File: src/rtl/fast_sig_pkg.sv
// Shared constants and event-FSM encoding for the fast-domain signal change detector.
package fast_sig_pkg;

    localparam int FSIG_WIDTH         = 8;
    localparam int FSIG_STABLE_CYCLES = 2;

    typedef enum logic {
        ST_IDLE = 1'b0,
        ST_PEND = 1'b1
    } evt_state_e;

endpackage

File: src/rtl/sig_stable_filter.sv
// Stability filter: the output only follows the input once the same value has been
// sampled STABLE_CYCLES times in a row. filt_next is the value filt_out takes on this edge.
module sig_stable_filter
    import fast_sig_pkg::*;
#(
    parameter int WIDTH         = FSIG_WIDTH,
    parameter int STABLE_CYCLES = FSIG_STABLE_CYCLES
) (
    input  logic             fast_clk,
    input  logic             reset_n,
    input  logic [WIDTH-1:0] signal_in,
    output logic [WIDTH-1:0] filt_out,
    output logic [WIDTH-1:0] filt_next
);

    localparam int CW = $clog2(STABLE_CYCLES + 1);
    localparam logic [CW-1:0] STABLE_N = CW'(STABLE_CYCLES);

    logic [WIDTH-1:0] cand_q, cand_d;
    logic [CW-1:0]    stab_cnt_q, stab_cnt_d;
    logic [WIDTH-1:0] filt_q;

    always_comb begin
        cand_d     = signal_in;
        stab_cnt_d = stab_cnt_q;
        if (signal_in != cand_q) begin
            stab_cnt_d = CW'(1);
        end else if (stab_cnt_q != STABLE_N) begin
            stab_cnt_d = stab_cnt_q + CW'(1);
        end
        // The run length including this sample decides, so STABLE_CYCLES=1 is a plain register.
        filt_next = filt_q;
        if (stab_cnt_d == STABLE_N) begin
            filt_next = signal_in;
        end
    end

    always_ff @(posedge fast_clk or negedge reset_n) begin
        if (!reset_n) begin
            cand_q     <= '0;
            stab_cnt_q <= '0;
            filt_q     <= '0;
        end else begin
            cand_q     <= cand_d;
            stab_cnt_q <= stab_cnt_d;
            filt_q     <= filt_next;
        end
    end

    assign filt_out = filt_q;

endmodule

File: src/rtl/fast_sig_change_detect.sv
// Filters the synchronized vector, emits per-bit edge pulses and queues one coalesced
// change event. Define FAST_SIG_CHG_CNT_EN to build the saturating change counter.
module fast_sig_change_detect
    import fast_sig_pkg::*;
#(
    parameter int WIDTH         = FSIG_WIDTH,
    parameter int STABLE_CYCLES = FSIG_STABLE_CYCLES,
    parameter int CNT_W         = 8
) (
    input  logic             fast_clk,
    input  logic             reset_n,
    input  logic [WIDTH-1:0] signal_in_fast,
    output logic [WIDTH-1:0] filt_out,
    output logic [WIDTH-1:0] rise_pulse,
    output logic [WIDTH-1:0] fall_pulse,
    output logic             evt_valid,
    input  logic             evt_ready,
    output logic [WIDTH-1:0] evt_value,
    output logic [WIDTH-1:0] evt_mask,
    output logic             evt_overrun,
    output logic [CNT_W-1:0] change_cnt
);

    logic [WIDTH-1:0] filt_next;
    logic [WIDTH-1:0] chg;
    logic             chg_any;

    sig_stable_filter #(
        .WIDTH        (WIDTH),
        .STABLE_CYCLES(STABLE_CYCLES)
    ) u_filter (
        .fast_clk (fast_clk),
        .reset_n  (reset_n),
        .signal_in(signal_in_fast),
        .filt_out (filt_out),
        .filt_next(filt_next)
    );

    assign chg     = filt_next ^ filt_out;
    assign chg_any = |chg;

    logic [WIDTH-1:0] rise_q, rise_d, fall_q, fall_d;

    always_comb begin
        rise_d = chg & filt_next;
        fall_d = chg & ~filt_next;
    end

    // Handshake: an event transfers on an edge where evt_valid and evt_ready are both high;
    // evt_valid never drops without a transfer (except reset), and the payload only
    // changes while valid if a newer change is folded into it.
    evt_state_e       state_q, state_d;
    logic [WIDTH-1:0] value_q, value_d, mask_q, mask_d;
    logic             ovr_q, ovr_d;
    logic             hs;

    assign hs = (state_q == ST_PEND) && evt_ready;

    always_comb begin
        state_d = state_q;
        value_d = value_q;
        mask_d  = mask_q;
        ovr_d   = ovr_q;
        case (state_q)
            ST_IDLE: begin
                if (chg_any) begin
                    state_d = ST_PEND;
                    value_d = filt_next;
                    mask_d  = chg;
                    ovr_d   = 1'b0;
                end
            end
            ST_PEND: begin
                if (hs && chg_any) begin
                    value_d = filt_next;
                    mask_d  = chg;
                    ovr_d   = 1'b0;
                end else if (hs) begin
                    state_d = ST_IDLE;
                    mask_d  = '0;
                    ovr_d   = 1'b0;
                end else if (chg_any) begin
                    value_d = filt_next;
                    mask_d  = mask_q | chg;
                    ovr_d   = 1'b1;
                end
            end
            default: state_d = ST_IDLE;
        endcase
    end

    always_ff @(posedge fast_clk or negedge reset_n) begin
        if (!reset_n) begin
            rise_q  <= '0;
            fall_q  <= '0;
            state_q <= ST_IDLE;
            value_q <= '0;
            mask_q  <= '0;
            ovr_q   <= 1'b0;
        end else begin
            rise_q  <= rise_d;
            fall_q  <= fall_d;
            state_q <= state_d;
            value_q <= value_d;
            mask_q  <= mask_d;
            ovr_q   <= ovr_d;
        end
    end

    assign rise_pulse  = rise_q;
    assign fall_pulse  = fall_q;
    assign evt_valid   = (state_q == ST_PEND);
    assign evt_value   = value_q;
    assign evt_mask    = mask_q;
    assign evt_overrun = ovr_q;

`ifdef FAST_SIG_CHG_CNT_EN
    logic [CNT_W-1:0] cnt_q, cnt_d;

    always_comb begin
        cnt_d = cnt_q;
        if (chg_any && (cnt_q != {CNT_W{1'b1}})) begin
            cnt_d = cnt_q + CNT_W'(1);
        end
    end

    always_ff @(posedge fast_clk or negedge reset_n) begin
        if (!reset_n) begin
            cnt_q <= '0;
        end else begin
            cnt_q <= cnt_d;
        end
    end

    assign change_cnt = cnt_q;
`else
    assign change_cnt = '0;
`endif

endmodule

File: config.mk
export PLATFORM = sky130hd
export DESIGN_NAME = fast_sig_change_detect
export DESIGN_NICKNAME = d
export VERILOG_FILES = /design/src/rtl/fast_sig_pkg.sv /design/src/rtl/sig_stable_filter.sv /design/src/rtl/fast_sig_change_detect.sv
export SDC_FILE = /design/constraint.sdc
export NUM_CORES = 1
export LEC_CHECK = 0
export CORE_MARGIN = 5
export CORE_UTILIZATION = 47
export DETAILED_ROUTE_END_ITERATION = 12
export GPL_ROUTABILITY_DRIVEN = 0
export PLACE_DENSITY = 0.85
export SLEW_MARGIN = 20
export SYNTH_ARGS = -nofsm -noshare
export SYNTH_HDL_FRONTEND = slang
export SYNTH_SLANG_ARGS = --single-unit
File: constraint.sdc
create_clock -name fast_clk -period 3.4 [get_ports fast_clk]
set_input_delay 0.51 -clock fast_clk [delete_from_list [all_inputs] [get_ports fast_clk]]
set_output_delay 0.51 -clock fast_clk [all_outputs]
set_load 0.01 [all_outputs]
**Yosys cells after proc, flatten, opt, wreduce, memory -nomap -nowiden**

Cells that the tools add are included.

- Register bits after elaboration: 52
- Bits of input ports: 11

- Add/sub/neg operators: 1
- Eq/ne operators: 6
- Muxes and demuxes: 21
- Bitwise gates (word level): 6
- Reductions and logical operators: 4

Operators with widths:

| operator | count |
|---|---|
| 8-bit 2-to-1 mux | 8 |
| 8-bit case mux with 2 select lines | 2 |
| 8-bit bitwise AND | 2 |
| 8-bit inequality test | 1 |
| 8-bit inverter | 1 |
| 8-bit OR | 1 |
| 8-bit OR reduction | 1 |
| 8-bit bitwise XOR | 1 |
| 1-bit 2-to-1 mux | 7 |
| 2-bit 2-to-1 mux | 2 |
| 2-bit inequality test (second input constant) | 2 |
| 4-bit by 2-bit inequality test with 1-bit output (second input constant) | 1 |
| 1-bit case mux with 2 select lines | 2 |
| 3-bit by 2-bit inequality test with 1-bit output (second input constant) | 1 |
| 2-bit by 1-bit adder with 2-bit output (second input constant) | 1 |
| 2-bit equality test (second input constant) | 1 |
| 1-bit logical AND | 2 |
| 2-bit AND reduction | 1 |
| 1-bit inverter | 1 |

**Logic depth before layout (Yosys ltp)**

Gate-level depths: netlist (run 1).

- Word-level depth: 11
- Mapped depth: 13

**Hierarchy**

A second synthesis (run 1) with hierarchy kept.

- Cell total of the unflattened synthesis: 152
- Area total of the unflattened synthesis: 2145.8 um2

Modules (own cells, without submodules):

| module | times used | cells an instance | area each (um2) |
|---|---|---|---|
| fast_sig_change_detect | 1 | 108 | 1431.4 |
| sig_stable_filter | 1 | 44 | 714.4 |

**Worst setup path after synthesis (run 1)**

Ideal clock, no wire load.

- Kind: input-to-reg
- From: in signal_in_fast[0]
- To: reg with a tool-made name
- Arrival time: 2.486 ns
- Data required time: 3.259 ns
- Slack: 0.773 ns
- Cell stages on the path: 11
- Path through: xnor2_1 -> nand4_2 -> o31ai_1 -> nand2_1 -> ha_1 -> nand4_1 -> or2_2 -> buf_2 -> buf_2 -> nor2_1 -> a31oi_1

RTL lines:

| item | line | text |
|---|---|---|
| start, declared | fast_sig_change_detect.sv:12 | `input logic [WIDTH-1:0] signal_in_fast,` |

**Worst setup path in the final report (run 1)**

- From: in signal_in_fast[3]
- To: reg ovr_q (netlist: evt_overrun)

- Word-level cells in the longest chain between the ends: 9

Ends and longest elaborated chain:

| item | line | text |
|---|---|---|
| 8-bit inequality test (*) | sig_stable_filter.sv:26 | `if (signal_in != cand_q) begin` |
| 2-bit 2-to-1 mux (*) | sig_stable_filter.sv:26 |  |
| 2-bit equality test (*) | sig_stable_filter.sv:33 | `if (stab_cnt_d == STABLE_N) begin` |
| 8-bit 2-to-1 mux (*) | sig_stable_filter.sv:33 |  |
| named net filt_next[1] | fast_sig_change_detect.sv:24 | `logic [WIDTH-1:0] filt_next;` |
| 8-bit bitwise XOR (*) | fast_sig_change_detect.sv:39 | `assign chg = filt_next ^ filt_out;` |
| 8-bit OR reduction (*) | fast_sig_change_detect.sv:40 | `assign chg_any = \|chg;` |
| 1-bit logical AND | fast_sig_change_detect.sv:74 | `if (hs && chg_any) begin` |
| 4-bit by 2-bit inequality test with 1-bit output (no source line) or 1-bit 2-to-1 mux (tied branches) | - |  |
| 2-bit AND reduction (no source line) or 1-bit case mux with 2 select lines (tied branches) | - |  |
| end signal, assigned | fast_sig_change_detect.sv:106 | `ovr_q <= ovr_d;` |
| end, declared | fast_sig_change_detect.sv:54 | `logic ovr_q, ovr_d;` |

The timed path passes the listed nets; every way through them passes the cells marked *.
A chain may end at the register's enable or synchronous reset.

==> run_results.csv, run 1 <==
group,metric,value,unit
finish,fin_area,2790,um^2
finish,diodes,0,
die,chipHeight,77.9,um
sta,slew_violations,0,
sta,finalCriticalPeriod,3.11,ns
pwr,peakVddDrop,273,uV
pwr,p_clk_frac,0.173,
critical_path,crit_type,"in2reg",
sta,hold_ws,0.226,ns
clock_network,clk_latency,0.30,ns
sta,worst_pin_slew,0.626,ns
pwr,p_int,1.28,mW
die,fp-row-count,24,
finish,area_growth,28.7,%
pwr,power.total,1.89,mW
route,wl_per_cell,14.9,um
yosys,synth_area_leaders,"dfrtp_1 60%, ha_1 9.8%, nand2_1 4.2%",
grt,antenna_found_initial,0,
hold_path,hold_path_class,"in2async",
clock_network,cts_tree,"yes",
sta,fmax,321,MHz
die,die-area,6070,um^2
grt,grt.busiest_layer,"met2",
pwr,pwr_density_cell,679,nW/um^2
clock_network,holdBufCountCts,0,
yosys,yosysTopAreaCellShare,0.600,
sta,finalSetupViolCount,0,
grt,use_met1,0.197,
die,coreArea,4410,um^2
finish,nNetsFinal,263,
route,drt_iter0_markers,92,
outcome,status,"completed",
critical_path,end_kind,"register",
sta,relSlewSlack,0.583,
die,ios,61,
clock_network,clock_path_buffers,2,
pwr,p_comb_frac,0.378,
route,drc,0,
critical_path,path_max_fanout,18,
route,ant_nets,0,
route,vias_per_cell,5.08,
clock_network,cts.sinks,52,
grt,grt_pass1_wl,7300,um
clock_network,cts-root-buf,"clkbuf_8",
placed_design,portBuffers,52,
die,start_util,0.491,
clock_network,path_clk_slew,0.09,ns
yosys,synth-seq-area-share,0.600,
grt,gr-total-overflow,0,
critical_path,critPathLaunchType,"input pin",
grt,use_met3,0.0405,
sta,fin_worst_skew,0.00645,ns
yosys,yosys.area.top_type,"dfrtp_1",
yosys,synth_seq_cells,52,
finish,layout_common_cells,"52 x dfrtp_1, 51 x clkdlybuf4s50_1, 24 x nand2_1",
placed_design,place_area,2690,um^2
sta,finalCritPeriodShare,0.916,
sta,hold_viol,0,
finish,final_common_cell,"dfrtp_1",
route,drt-total-wl,4290,um
pwr,seq_power_share,0.449,
clock_network,h-tree-depth,2,
grt,grt_usage,0.149,
sta,rsz0062_at_grt,"false",
yosys,yosysUniqueCellTypes,25,
route,drtPass1Iterations,4,
yosys,synth.avg_cell_area,11.9,um^2
pwr,p_leak,1.31,nW
job,drv_cap,0,
die,die_w,77.9,um
pwr,switching_share,0.323,
yosys,synth_warnings,0,
critical_path,critPathArrivalTime,3.30,ns
yosys,netlist_area,2170,um^2
finish,layout-drive-gt1-share,0.0681,
grt,grt_max_degree,53,
grt,grt_use_met2,0.232,
placed_design,dpl.hpwl,3070,um
critical_path,critPathRequiredTime,3.59,ns
yosys,syn_inst,182,
critical_path,r2r_slack,0.58,ns
pwr,switching_power,0.611,mW
route,via_count,1458,
grt,grt_pass1_vias,1520,
clock_network,numCtsBuffers,5,
[per-stage QoR]
step / utilization / cells / worst slack [ns] / setup TNS, ns
6_report: 0.632 / 287 / 0.285 / 0
5_1_grt: 0.632 / 287 / 0.000587 / 0
4_1_cts: 0.628 / 287 / 0.194 / 0
3_5_place_dp: 0.610 / 280 / -0.0381 / -0.0454
3_3_place_gp: 0.610 / 280 / 0.00562 / 0
2_1_floorplan: - / 189 / 0.773 / 0
[power groups by stage]
stage / sequential, mW / clock [mW] / combinational (mW)
after global placement: 0.864 / 0 / 0.705
after global routing: 0.873 / 0.361 / 0.788
after detailed placement: 0.865 / 0 / 0.721
after CTS: 0.853 / 0.334 / 0.726
after floorplan: 0.920 / 0 / 0.286
final: 0.850 / 0.327 / 0.716
[synthesized netlist by cell type]
master / n
ha_1: 17
buf_4: 8
buf_2: 4
xnor2_1: 8
inv_1: 10
nand4_1: 10
and2_1: 8
a21oi_1: 1
conb_1: 1
o31ai_1: 9
buf_1: 1
clkbuf_1: 1
nor2_1: 8
and3_1: 1
and4_1: 1
nand2_1: 24
nor2b_1: 1
a31oi_1: 8
mux2i_1: 1
and4_2: 1
dfrtp_1: 52
or2_2: 1
nand4_2: 2
nand2b_1: 3
or3_2: 1
[final timing paths]
check                                                   from                 endpoint  depth (start not counted)
max in group asynchronous                            reset_n  rise_pulse[3]$_DFF_PN0_                          1
min in group fast_clk                evt_mask[6]$_DFFE_PN0P_  evt_mask[6]$_DFFE_PN0P_                          2
worst max register to register  u_filter.cand_q[3]$_DFF_PN0_  evt_overrun$_DFFE_PN0P_                          9
worst max-delay path                       signal_in_fast[3]  evt_overrun$_DFFE_PN0P_                         10
worst min register to register       evt_mask[6]$_DFFE_PN0P_  evt_mask[6]$_DFFE_PN0P_                          2
worst min-delay path                                 reset_n  fall_pulse[2]$_DFF_PN0_                          1
[worst max-delay path: stages]
cell and delay [ns]:
clkdlybuf4s50_1 0.46, xnor2_1 0.29, nand4_2 0.31, o31ai_1 0.43, nand2_1 0.14, ha_1 0.33, nand4_1 0.12, or2_2 0.45
mux2i_1 0.20, a21oi_1 0.05
[per-layer routing]
layer | vias to the layer above | routed length, um | share of wire
li1 | 700 | - | -
met1 | 704 | 1820 | 0.43
met2 | 48 | 2070 | 0.48
met3 | 6 | 335 | 0.078
met4 | 0 | 62 | 0.014
met5 | - | 0 | 0
[cells by family after synthesis]
family / after synthesis / synth area share
AO/OA/AOI/OAI: 18 / 0.0566
XOR/XNOR: 8 / 0.0323
adder cells (fa/ha/maj): 17 / 0.0982
buffers and inverters: 24 / 0.0577
flip-flops: 52 / 0.600
multiplexers: 1 / 0.00462
other: 1 / 0.00173
AND/OR/NAND/NOR: 61 / 0.148
[cell type report]
type | count | area [um^2]
clock inverter | 1 | 5.00
timing repair buffer | 53 | 526
inverter | 10 | 37.5
clock buffer | 6 | 72.6
tap | 52 | 65.1
fill | 363 | 1630
sequential | 52 | 1300
multi-input combinational | 113 | 782
[repair_timing]
action,4_1_cts,5_1_grt
resized for setup,0,3
endpoints found under the hold margin,0,0
endpoints found under the setup margin,0,5
setup buffers,0,0
(Power assumes the default switching activity.)
==> run 2: changes to the inputs <==
Settings changed: ABC_CLOCK_PERIOD_IN_PS set to 3400, SLEW_MARGIN 20 to unset.
==> run_results.csv, run 2 (same netlist as run 1, synthesis figures left out) <==
group,metric,value,unit
outcome,status,"completed",
placed_design,dpl.hpwl,3070,um
route,vias_per_cell,5.08,
die,chipHeight,77.9,um
die,coreArea,4410,um^2
pwr,peakVddDrop,273,uV
critical_path,critPathMaxStageDelay,0.46,ns
critical_path,crit_type,"in2reg",
die,start_util,0.491,
clock_network,cts-root-buf,"clkbuf_8",
critical_path,slowest_stage,"clkdlybuf4s50_1",
critical_path,end_kind,"register",
grt,antenna_found_initial,0,
finish,final_common_cell,"dfrtp_1",
sta,worst_pin_slew,1.11,ns
sta,fmax,321,MHz
clock_network,post-cts-setup-buffers,0,
sta,finalCritPeriodShare,0.916,
sta,rsz0062_at_grt,"false",
critical_path,critPathLaunchType,"input pin",
job,drv_cap,0,
clock_network,clock_path_buffers,2,
critical_path,critPathRequiredTime,3.59,ns
finish,layout_common_cells,"52 x dfrtp_1, 51 x clkdlybuf4s50_1, 24 x nand2_1",
route,drt-total-wl,4290,um
finish,area_growth,28.6,%
critical_path,cp.depth,10,
route,wl_per_cell,14.9,um
sta,finalSetupViolCount,0,
critical_path,r2r.worst_path.cells,9,
clock_network,cts_tree,"yes",
die,ios,61,
route,drc,0,
finish,final_util,0.631,
die,die_w,77.9,um
finish,diodes,0,
critical_path,critPathArrivalTime,3.30,ns
sta,fin_worst_skew,0.00645,ns
pwr,power.total,1.89,mW
critical_path,path_cells,"clkdlybuf4s50_1 -> xnor2_1 -> nand4_2 -> o31ai_1 -> nand2_1 -> ha_1 -> nand4_1 -> or2_2 -> mux2i_1 -> a21oi_1",
sta,slew_violations,0,
die,fp-row-count,24,
grt,grt_pass1_wl,7300,um
route,drtPass1Iterations,4,
grt,grt_usage,0.149,
pwr,pwr_density_cell,679,nW/um^2
critical_path,path_buf_inv,1,
clock_network,numCtsBuffers,5,
hold_path,hold_path_class,"in2async",
clock_network,h-tree-depth,2,
grt,grt_pass1_vias,1520,
clock_network,path_clk_slew,0.09,ns
clock_network,cts.sinks,52,
critical_path,path_max_fanout,18,
sta,finalCriticalPeriod,3.11,ns
sta,relSlewSlack,0.260,
clock_network,postCtsResizedCells,0,
die,die-area,6070,um^2
finish,nNetsFinal,263,
critical_path,crit_family,"simple AND/OR/NAND/NOR gates",
critical_path,rr_startpoint,"u_filter.cand_q[3]$_DFF_PN0_",
clock_network,holdBufCountCts,0,
route,drt_iter0_markers,92,
route,via_count,1458,
finish,layout-drive-gt1-share,0.0681,
sta,hold_viol,0,
finish,num-fill-cells,364,
grt,grt_max_degree,53,
placed_design,portBuffers,52,
pwr,p_leak,1.31,nW
grt,gr-total-overflow,0,
clock_network,clk_latency,0.30,ns
route,ant_nets,0,
critical_path,critPathLaunch,"signal_in_fast[3]",
## run 2: layout make-up
cell class,count,area (um^2),share of cell area
multi-input combinational,113,782,0.281
inverter,10,37.5,0.0135
tap,52,65.1,0.0233
timing repair buffer,53,523,0.188
sequential,52,1300,0.467
clock inverter,1,5.00,0.00180
clock buffer,6,72.6,0.0260
## run 2: final timing paths
path	to	slack, ns
worst max-delay path	evt_overrun$_DFFE_PN0P_	0.29
worst min-delay path	fall_pulse[2]$_DFF_PN0_	0.42
worst max register to register	evt_overrun$_DFFE_PN0P_	0.58
worst min register to register	evt_mask[6]$_DFFE_PN0P_	0.49
max in group asynchronous	rise_pulse[3]$_DFF_PN0_	2.31
min in group fast_clk	evt_mask[6]$_DFFE_PN0P_	0.49
## run 2: routing by layer
metal  global-route usage  wire length [um]
met5                    0                 0
met4               0.0591                62
met3               0.0405               335
met2                0.232              2070
met1                0.197              1820
## run 2: where the power goes
| group | switching, mW | internal [mW] | leakage, nW |
|---|---|---|---|
| Combinational | 0.340 | 0.376 | 0.601 |
| Sequential | 0.0842 | 0.766 | 0.672 |
| Clock | 0.186 | 0.140 | 0.0410 |
## run 2: worst register-to-register path: cells and delay by family, from the launching register on
family | cells | cell delay, ns
flops | 1 | 0.39
simple gates | 4 | 1.02
xor+xnor | 1 | 0.29
compound gates | 2 | 0.48
mux | 1 | 0.21
fa+ha+maj | 1 | 0.33
## run 2: through the flow
stage	instance area (um^2)	worst slack, ns	instances	hold WS, ns	TNS, ns
final	2790	0.285	287	0.416	0
after global routing	2790	0.000587	287	0.504	0
after CTS	2770	0.194	287	0.460	0
after detailed placement	2690	-0.0381	280	0.467	-0.0454
after global placement	2690	0.00562	280	0.467	0
after floorplan	2190	0.773	189	0.214	0
